[src/rtl/uart_bridge_pkg.sv]
// Shared constants and types for the UART host bridge.
//   - UART core register addresses and STATUS bit positions
//   - bridge polling FSM state encoding
//   - helper that maps an FSM state to the core register it addresses
package uart_bridge_pkg;

  localparam int unsigned BYTE_W = 8;

  localparam logic [1:0] UART_ADDR_TX     = 2'd0;
  localparam logic [1:0] UART_ADDR_RX     = 2'd1;
  localparam logic [1:0] UART_ADDR_STATUS = 2'd2;

  localparam int unsigned STAT_RX_READY = 0;
  localparam int unsigned STAT_TX_BUSY  = 1;

  typedef enum logic [1:0] {
    ST_POLL  = 2'd0,
    ST_RD_RX = 2'd1,
    ST_WR_TX = 2'd2,
    ST_HOLD  = 2'd3
  } bridge_state_e;

  // Core register addressed while the FSM sits in a given state.
  function automatic logic [1:0] state_addr(input bridge_state_e st);
    case (st)
      ST_RD_RX: state_addr = UART_ADDR_RX;
      ST_WR_TX: state_addr = UART_ADDR_TX;
      default:  state_addr = UART_ADDR_STATUS;
    endcase
  endfunction

endpackage

[src/rtl/uart_byte_fifo.sv]
// First-word fall-through byte FIFO with occupancy output.
// Ports:
//   clk, rst      - clock, asynchronous active-high reset
//   i_push/i_data - write strobe and byte (ignored while full)
//   i_pop         - dequeue head (ignored while empty)
//   o_data        - current head byte
//   o_full/o_empty/o_level - status and occupancy
module uart_byte_fifo
  import uart_bridge_pkg::*;
#(
  parameter int unsigned DEPTH = 16
) (
  input  logic                      clk,
  input  logic                      rst,
  input  logic                      i_push,
  input  logic [BYTE_W-1:0]         i_data,
  input  logic                      i_pop,
  output logic [BYTE_W-1:0]         o_data,
  output logic                      o_full,
  output logic                      o_empty,
  output logic [$clog2(DEPTH):0]    o_level
);

  localparam int unsigned AW = $clog2(DEPTH);
  localparam int unsigned LW = AW + 1;

  logic [BYTE_W-1:0] r_mem [DEPTH];
  logic [AW-1:0]     r_wr_ptr;
  logic [AW-1:0]     r_rd_ptr;
  logic [LW-1:0]     r_count;
  logic              w_push;
  logic              w_pop;

  assign w_push  = i_push && !o_full;
  assign w_pop   = i_pop && !o_empty;
  assign o_full  = (r_count == LW'(DEPTH));
  assign o_empty = (r_count == '0);
  assign o_level = r_count;
  assign o_data  = r_mem[r_rd_ptr];

  // Storage is cleared on reset so the head reads 0x00 while empty after reset.
  always_ff @(posedge clk or posedge rst) begin
    if (rst) begin
      for (int unsigned i = 0; i < DEPTH; i++) begin
        r_mem[AW'(i)] <= '0;
      end
      r_wr_ptr <= '0;
      r_rd_ptr <= '0;
      r_count  <= '0;
    end else begin
      if (w_push) begin
        r_mem[r_wr_ptr] <= i_data;
        r_wr_ptr        <= r_wr_ptr + AW'(1);
      end
      if (w_pop) begin
        r_rd_ptr <= r_rd_ptr + AW'(1);
      end
      if (w_push && !w_pop) begin
        r_count <= r_count + LW'(1);
      end else if (w_pop && !w_push) begin
        r_count <= r_count - LW'(1);
      end
    end
  end

endmodule

[src/rtl/uart_host_bridge.sv]
// Buffered host-side front end for the UART core register port.
// A TX FIFO and an RX FIFO decouple valid/ready clients from the core; a
// polling FSM (POLL -> RD_RX|WR_TX -> HOLD -> POLL) moves bytes between them.
// Ports:
//   clk, rst                          - clock, asynchronous active-high reset
//   s_tx_data/s_tx_valid/s_tx_ready   - TX byte stream in
//   m_rx_data/m_rx_valid/m_rx_ready   - RX byte stream out (fall-through)
//   core_wr/core_addr/core_wdata      - registered strobes to the UART core
//   core_rdata                        - combinational core readback
//   tx_level/rx_level                 - FIFO occupancies
//   rx_overrun/overrun_clr            - sticky RX backpressure flag and clear
// Optional build macro UART_BRIDGE_STATS_EN adds tx_count/rx_count outputs.
module uart_host_bridge
  import uart_bridge_pkg::*;
#(
  parameter int unsigned TX_DEPTH = 16,
  parameter int unsigned RX_DEPTH = 16
) (
  input  logic                        clk,
  input  logic                        rst,
  input  logic [7:0]                  s_tx_data,
  input  logic                        s_tx_valid,
  output logic                        s_tx_ready,
  output logic [7:0]                  m_rx_data,
  output logic                        m_rx_valid,
  input  logic                        m_rx_ready,
  output logic                        core_wr,
  output logic [1:0]                  core_addr,
  output logic [7:0]                  core_wdata,
  input  logic [7:0]                  core_rdata,
  output logic [$clog2(TX_DEPTH):0]   tx_level,
  output logic [$clog2(RX_DEPTH):0]   rx_level,
  output logic                        rx_overrun,
  input  logic                        overrun_clr
`ifdef UART_BRIDGE_STATS_EN
  ,
  output logic [15:0]                 tx_count,
  output logic [15:0]                 rx_count
`endif
);

  bridge_state_e r_state;
  bridge_state_e w_state_next;
  logic          r_core_wr;
  logic [1:0]    r_core_addr;
  logic [7:0]    r_core_wdata;
  logic          r_rx_overrun;

  logic          w_tx_pop;
  logic          w_ovr_set;
  logic [7:0]    w_tx_head;
  logic          w_tx_full;
  logic          w_tx_empty;
  logic          w_rx_push;
  logic          w_rx_full;
  logic          w_rx_empty;
  logic          w_stat_rx_ready;
  logic          w_stat_tx_busy;

  assign w_stat_rx_ready = core_rdata[STAT_RX_READY];
  assign w_stat_tx_busy  = core_rdata[STAT_TX_BUSY];
  assign w_rx_push       = (r_state == ST_RD_RX);

  uart_byte_fifo #(.DEPTH(TX_DEPTH)) u_tx_fifo (
    .clk     (clk),
    .rst     (rst),
    .i_push  (s_tx_valid),
    .i_data  (s_tx_data),
    .i_pop   (w_tx_pop),
    .o_data  (w_tx_head),
    .o_full  (w_tx_full),
    .o_empty (w_tx_empty),
    .o_level (tx_level)
  );

  uart_byte_fifo #(.DEPTH(RX_DEPTH)) u_rx_fifo (
    .clk     (clk),
    .rst     (rst),
    .i_push  (w_rx_push),
    .i_data  (core_rdata),
    .i_pop   (m_rx_ready),
    .o_data  (m_rx_data),
    .o_full  (w_rx_full),
    .o_empty (w_rx_empty),
    .o_level (rx_level)
  );

  assign s_tx_ready = !w_tx_full;
  assign m_rx_valid = !w_rx_empty;
  assign core_wr    = r_core_wr;
  assign core_addr  = r_core_addr;
  assign core_wdata = r_core_wdata;
  assign rx_overrun = r_rx_overrun;

  // Next-state logic; RX service takes priority over TX.
  always_comb begin
    w_state_next = r_state;
    w_tx_pop     = 1'b0;
    w_ovr_set    = 1'b0;
    case (r_state)
      ST_POLL: begin
        w_ovr_set = w_stat_rx_ready && w_rx_full;
        if (w_stat_rx_ready && !w_rx_full) begin
          w_state_next = ST_RD_RX;
        end else if (!w_stat_tx_busy && !w_tx_empty) begin
          w_state_next = ST_WR_TX;
          w_tx_pop     = 1'b1;
        end
      end
      ST_RD_RX: w_state_next = ST_HOLD;
      ST_WR_TX: w_state_next = ST_HOLD;
      ST_HOLD:  w_state_next = ST_POLL;
      default:  w_state_next = ST_POLL;
    endcase
  end

  // State register; core strobes are registered from the next state so they
  // switch cleanly together with the state.
  always_ff @(posedge clk or posedge rst) begin
    if (rst) begin
      r_state      <= ST_POLL;
      r_core_wr    <= 1'b0;
      r_core_addr  <= UART_ADDR_STATUS;
      r_core_wdata <= '0;
      r_rx_overrun <= 1'b0;
    end else begin
      r_state      <= w_state_next;
      r_core_wr    <= (w_state_next == ST_RD_RX) || (w_state_next == ST_WR_TX);
      r_core_addr  <= state_addr(w_state_next);
      if (w_tx_pop) begin
        r_core_wdata <= w_tx_head;
      end
      // Set wins over clear.
      if (w_ovr_set) begin
        r_rx_overrun <= 1'b1;
      end else if (overrun_clr) begin
        r_rx_overrun <= 1'b0;
      end
    end
  end

`ifdef UART_BRIDGE_STATS_EN
  logic [15:0] r_tx_count;
  logic [15:0] r_rx_count;

  // Wrapping transfer counters.
  always_ff @(posedge clk or posedge rst) begin
    if (rst) begin
      r_tx_count <= '0;
      r_rx_count <= '0;
    end else begin
      if (r_state == ST_WR_TX) begin
        r_tx_count <= r_tx_count + 16'd1;
      end
      if (r_state == ST_RD_RX) begin
        r_rx_count <= r_rx_count + 16'd1;
      end
    end
  end

  assign tx_count = r_tx_count;
  assign rx_count = r_rx_count;
`endif

endmodule
[config.mk]
export PLATFORM = sky130hd
export DESIGN_NAME = uart_host_bridge
export DESIGN_NICKNAME = d
export VERILOG_FILES = /design/src/rtl/uart_bridge_pkg.sv /design/src/rtl/uart_byte_fifo.sv /design/src/rtl/uart_host_bridge.sv
export SDC_FILE = /design/constraint.sdc
export NUM_CORES = 1
export LEC_CHECK = 0
export BUFFER_PORTS_ARGS = -buffer_cell sky130_fd_sc_hd__buf_2
export CORE_MARGIN = 4
export CORE_UTILIZATION = 60
export CTS_BUF_LIST = sky130_fd_sc_hd__clkbuf_2
export CTS_CLUSTER_SIZE = 24
export DETAILED_ROUTE_END_ITERATION = 10
export MAX_ROUTING_LAYER = met4
export PLACE_DENSITY = 0.78
export SKIP_LAST_GASP = 1
export SYNTH_ARGS = -nofsm -noshare
export SYNTH_HDL_FRONTEND = slang
export SYNTH_SLANG_ARGS = --single-unit
[constraint.sdc]
create_clock -name clk -period 15.1 [get_ports clk]
set_input_delay 3.02 -clock clk [delete_from_list [all_inputs] [get_ports clk]]
set_output_delay 3.02 -clock clk [all_outputs]
set_load 0.02 [all_outputs]
; Word level (Yosys, flattened, before mapping)
; Cells that the tools add are included.
; W data, S select, Z words.
[op_classes]
n_shift = 0
addsub = 8
n_reduce_logical = 30
order_cmp = 6
div = 0
n_eq_ne = 7
muxes = 26
bitwise_logic = 4
multipliers = 0
[ops]
columns = operator, count
row1 = $bwmux W128, 2
row2 = $bmux W8 S4, 2
row3 = $demux W8 S4, 2
row4 = $mux W8, 6
row5 = $ge A5 B5 Y1 const B, 4
row6 = $mux W5, 4
row7 = $not A4 Y5, 4
row8 = $add A4 B1 Y4 const B, 4
row9 = $logic_and A1 B1 Y1, 13
row10 = $add A5 B1 Y5 const B, 2
row11 = $eq A5 B5 Y1 const B, 2
row12 = $logic_not A5 Y1, 2
row13 = $lt A5 B1 Y1 const B, 2
row14 = $sub A5 B1 Y5 const B, 2
row15 = $logic_not A1 Y1, 9
row16 = $eq A2 B2 Y1 const B, 3
row17 = $mux W1, 6
row18 = $pmux W2 S3, 1
row19 = $reduce_bool A2 Y1, 3
row20 = $eq A2 B1 Y1 const B, 2
row21 = $mux W2, 2
row22 = $pmux W2 S2, 1
row23 = $logic_not A2 Y1, 1
row24 = $reduce_or A2 Y1, 1
row25 = $logic_or A1 B1 Y1, 1
[totals]
memories = 0
regBits = 296
word_cells = 124
latchBits = 0
ram_bits = 0
mem_bits_ro = 0

; Longest topological paths before layout
[depth]
depth_word = 10
ltp_mapped = 14
mapped_depth_nobuf = 13

; Cells and area by module
; From an unflattened synthesis, not the netlist that was laid out.
[unflattened]
cells_unflattened = 972
hier_area_um2 = 14261.2
[modules_own_cells]
columns = module, cells_each, n_inst, seq_area_each_um2, area_per_inst_um2
row1 = uart_byte_fifo (u_tx_fifo), 461, 1, 3528.4, 6830.3
row2 = uart_byte_fifo (u_rx_fifo), 461, 1, 3528.4, 6794.0
row3 = uart_host_bridge, 50, 1, 351.6, 636.9

; Least setup slack after synthesis
; Ideal clock, no wire load.
[synth_path]
path_kind = input -> register
start = input port core_rdata[0]
end = register u_tx_fifo.r_count[4] (netlist: u_tx_fifo.o_level[4])
setup_time_ns = 0.080
path_stages = 12
setup_slack_ns = 9.858
arrival_time_ns = 5.161
path_cell_list = clkbuf_1 -> o22ai_1 -> and2_2 -> clkinv_1 -> buf_2 -> ha_1 -> inv_1 -> ha_1 -> a21o_1 -> a21oi_1 -> mux2i_1 -> xnor2_1
[synth_between]
elab_chain_len = 7
elab_cells_between_ends = 9
[synth_lines]
columns = item, line_no
row1 = "start, declared", uart_host_bridge.sv:30  ; input logic [7:0] core_rdata,
row2 = $logic_and A1 B1 Y1 (*), uart_host_bridge.sv:103  ; if (w_stat_rx_ready && !w_rx_full) begin
row3 = $mux W1 (*), uart_host_bridge.sv:103
row4 = $mux W1 (*), uart_host_bridge.sv:100  ; case (r_state)
row5 = $logic_and A1 B1 Y1 (*), uart_byte_fifo.sv:35  ; assign w_pop = i_pop && !o_empty;
row6 = $logic_not A1 Y1, uart_byte_fifo.sv:58  ; if (w_push && !w_pop) begin
row7 = $logic_and A1 B1 Y1, uart_byte_fifo.sv:58
row8 = $mux W5 or $reduce_bool A2 Y1 (tied branches), -
row9 = "end signal, assigned", uart_byte_fifo.sv:59  ; r_count <= r_count + LW'(1);
row10 = "end signal, assigned", uart_byte_fifo.sv:61  ; r_count <= r_count - LW'(1);
row11 = "end, declared", uart_byte_fifo.sv:30  ; logic [LW-1:0] r_count;
; Every way passes the cells marked *; elsewhere a longest branch is shown, timed or not.
; A chain may end at the register's enable or synchronous reset.

; Worst setup path in the final report
[layout_path]
start = register u_rx_fifo.r_rd_ptr[0]
end = output port m_rx_data[6]
[layout_between]
elab_chain_len = 4
[layout_lines]
columns = item, line_no
row1 = "start, declared", uart_byte_fifo.sv:29  ; logic [AW-1:0] r_rd_ptr;
row2 = "start signal, assigned", uart_byte_fifo.sv:56  ; r_rd_ptr <= r_rd_ptr + AW'(1);
row3 = $not A4 Y5 (not written as such), uart_byte_fifo.sv:39  ; assign o_data = r_mem[r_rd_ptr];
row4 = $bmux W8 S4, uart_byte_fifo.sv:39
row5 = $mux W8 (not written as such) (2 in a row), uart_byte_fifo.sv:39
row6 = "end, declared", uart_host_bridge.sv:24  ; output logic [7:0] m_rx_data,
; No other way between the ends. The select of a mux whose other input is x is not followed.

==> results.env <==
TIMING_HOLD_VIOLATIONS_FINAL=0
GLOBALROUTETOTALUTIL_PCT=23.4
PORT_BUFFERS=52
CP_MAX_FO=28
SYNTH_AREA_MM2=0.0139
ROUTED_WIRELENGTH_UM=28000
MAX_SLEW.WORST_PIN.SLEW_NS=1.03
AVGVIACOUNTPERCELL=5.90
CTS_SINKS=296
SYNTHARSTFLOPSHARE_PCT=100
POSTSYNTHAREAPERCELL_UM2=15.4
NUMBER_OF_PLACEMENT_ROWS=55
FINALNETCOUNT=1029
SYNTHDOMINANTCELLAREASHARE_PCT=53.3
FINISH.INSTANCE_AREA_MM2=0.0149
ANTENNA_FOUND_INITIAL=1
IR_WORST_VDD_mV=0.113
YOSYS_MOST_USED_DFF='sky130_fd_sc_hd__dfrtp_1'
HOLD_BUFFERS=0
DR_TOTAL_VIAS=7778
DRT_PASS1_ITERATIONS=4
CRIT_REQUIRED_NS=12.08
CTS_SETUP_BUFFERS=0
FLOORPLAN.INITIALDENSITY_PCT=61.0
SETUP_VIOLATIONS=0
ROUTE.DETAILED.DRC=0
DIE_HEIGHT_UM=160
HIGHEST_CLOCK_RATE_GHz=0.163
MAXCAPVIOLCOUNT=0
ANTENNA_VIOLATING_NETS_REMAINING=0
CTS_RESIZED=0
GP_CONGESTION=0.778
CLOCK_TREE.BUFFER_DEPTH=3
SYNTH-SEQ-CELLS=296
CRITPATHCAPTURETYPE='output port'
DIE_X_UM=160
CTS_INSERTED_BUFFERS=77
POWER.LEAKAGE_nW=6.73
FIRST_PASS_GRT_WIRE_LENGTH_UM=46000
SYNTH_ENABLE_FLOP_CELLS=0
YOSYS_WARNINGS=0
FINALCOREUTILIZATION_PCT=65.8
FIN_CRIT_NS=6.13
MAXSLEWVIOLCOUNT=0
DRT-WIRELENGTH-PER-CELL_UM=21.2
PATH_CLK_SLEW_NS=0.09
BOUNDARYPINS=53
FLOORPLAN.DIE_AREA_MM2=0.0256
FRACTION_OF_FINAL_LAYOUT_CELLS_SIZED_BEYOND_DRIVE_STRENGTH_1_PCT=53.6
GRT_START_MAX_NET_PINS=81
YOSYS-TOP-CELLS-AREA='sky130_fd_sc_hd__dfrtp_1 (53%), sky130_fd_sc_hd__mux2_2 (19%), sky130_fd_sc_hd__mux4_2 (12%), sky130_fd_sc_hd__mux2_4 (3.5%), sky130_fd_sc_hd__ha_1 (2.0%)'
OVERFLOW=0
CLK_LATENCY_NS=0.82
YS_SEQ_AREA_SHARE_PCT=53.5
DPL-INSTANCE-AREA_MM2=0.0143
WORST_HOLD_PATH_TYPE='register to register'
SYNTH.TOP_CELLS.BY_COUNT='sky130_fd_sc_hd__dfrtp_1 (295), sky130_fd_sc_hd__mux2_2 (232), sky130_fd_sc_hd__mux4_2 (72)'
FIN_SKEW_NS=0.0467
CRITPATHKIND='register to output port'
CLOCK_TREE.HTREE_LEVEL_COUNT=3
SYNTH_AREA_LEADER_CELL='sky130_fd_sc_hd__dfrtp_1'
WORST-R2R-SETUP-SLACK_NS=11.59
SYNTHDISTINCTLIBCELLS=37
LAYOUT-AREA-OVERHEAD-VS-SYNTH_PCT=7.85
TIMING.SLEW.HEADROOM_PCT=31.6
SETUP_TOTAL_NEGATIVE_SLACK_NS=0
CRITPATHLAUNCHTYPE='register'
FIRST_GLOBAL_VIAS=8590
POWER.DENSITY_CELL_AREA_mW_PER_MM2=218
CORE_AREA_MM2=0.0227
DRT_FIRST_ITER_VIOLATIONS=482
CTS_TREE='done'
UNREPAIRED_SETUP_ENDPOINTS_AFTER_GLOBAL_ROUTING='false'
POST-DP-HPWL_UM=17300
POST_SYNTH_INST_COUNT=900
DATA_ARRIVAL_CRITICAL_PATH_NS=3.11
POSTSYNTHNETCOUNT=945
MIN_PERIOD_OVER_PERIOD_PCT=40.6
CTS.ROOT.BUFFER_CELL='sky130_fd_sc_hd__clkbuf_2'
RUN_STATUS='completed'
YOSYSMOSTFREQUENTCELL='sky130_fd_sc_hd__dfrtp_1'
==> report_power, final <==
group / switching [W] / total (W) / leakage, nW / internal [W]
Clock: 0.000309 / 0.000521 / 0.516 / 0.000212
Combinational: 0.000574 / 0.00133 / 2.60 / 0.000757
Sequential: 0.000240 / 0.00141 / 3.62 / 0.00117
==> worst max-delay path: stages (launching register included) <==
cell and delay, ns:
sky130_fd_sc_hd__dfrtp_2 0.50, sky130_fd_sc_hd__buf_4 0.52, sky130_fd_sc_hd__mux4_2 0.59, sky130_fd_sc_hd__mux4_2 0.51
sky130_fd_sc_hd__buf_2 0.19
==> layout make-up <==
class,instances,area [um^2]
multi-input combinational,524,6100
sequential,296,7410
inverter,25,101
timing repair buffer,60,320
clock inverter,15,86.3
fill,1689,7770
clock buffer,112,561
tap,285,357
antenna,1,2.50
==> through the flow <==
stage	instances	hold WS, ns	worst slack, ns	total power, W
after floorplan	900	0.474	3.91	0.00244
after global placement	1190	0.482	9.41	0.00271
after detailed placement	1190	0.488	9.33	0.00277
after CTS	1317	0.509	8.86	0.00330
after global routing	1318	0.518	8.71	0.00349
final	1318	0.504	8.97	0.00326
==> metal layers <==
| metal | global-route usage (%) | wire length (um) | up-vias |
|---|---|---|---|
| li1 | - | - | 3507 |
| met1 | 30.1 | 12000 | 4063 |
| met2 | 37.5 | 14300 | 150 |
| met3 | 4.65 | 945 | 58 |
| met4 | 8.64 | 787 | 0 |
| met5 | - | 0 | - |
==> final timing paths <==
kind,startpoint,end,cells past startpoint
min in group asynchronous,rst,u_rx_fifo.r_mem[76]$_DFFE_PP0P_,2
worst min register to register,u_rx_fifo.r_mem[65]$_DFFE_PP0P_,u_rx_fifo.r_mem[65]$_DFFE_PP0P_,1
worst max-delay path,u_rx_fifo.r_rd_ptr[0]$_DFFE_PP0P_,m_rx_data[6],4
worst min-delay path,u_rx_fifo.r_mem[65]$_DFFE_PP0P_,u_rx_fifo.r_mem[65]$_DFFE_PP0P_,1
max in group asynchronous,rst,u_tx_fifo.r_rd_ptr[2]$_DFFE_PP0P_,4
worst max register to register,u_rx_fifo.o_level[0]$_DFFE_PP0P_,u_tx_fifo.o_level[4]$_DFFE_PP0P_,11
==> cells in the final DEF, fill, tap and decap left out, drive strengths merged <==
master,Yosys,routed
dfrtp,295,295
mux2,264,264
clkbuf,35,112
mux4,72,72
buf,20,60
nand2,48,48
o21ai,27,27
inv,24,27
ha,22,22
nand3,18,18
xnor2,17,17
clkinv,1,12
mux2i,11,11
nand4,8,8
nor2,7,7
a21oi,5,5
and3,4,4
and2,4,4
xor2,3,3
a21o,3,3
nor3,2,2
nor4,2,2
nor2b,2,2
fa,2,2
diode,0,1
or4,1,1
o211ai,1,1
o22ai,1,1
bufinv,0,1
dfstp,1,1
==> flip-flops by register name (all words and copies together), names as in the netlist <==
| signal | count |
|---|---|
| u_tx_fifo.r_rd_ptr | 4 |
| u_rx_fifo.r_mem | 128 |
| rx_overrun | 1 |
| u_tx_fifo.o_level | 5 |
| core_wdata | 8 |
| u_rx_fifo.r_rd_ptr | 4 |
| u_rx_fifo.r_wr_ptr | 4 |
| u_rx_fifo.o_level | 5 |
| u_tx_fifo.r_wr_ptr | 4 |
| u_tx_fifo.r_mem | 128 |
| core_wr | 1 |
| core_addr | 2 |
| r_state | 2 |
==> kinds of logic after synthesis <==
kind of cell             Yosys count  share of synthesized area [%]
buffers and inverters             80                           2.47
adder cells (fa/ha/maj)           24                           2.28
XOR/XNOR                          20                           1.26
AND/OR/NAND/NOR                   96                           4.18
multiplexers                     347                           34.8
flip-flops                       296                           53.5
AO/OA/AOI/OAI                     37                           1.50
(Power assumes the default switching activity.)
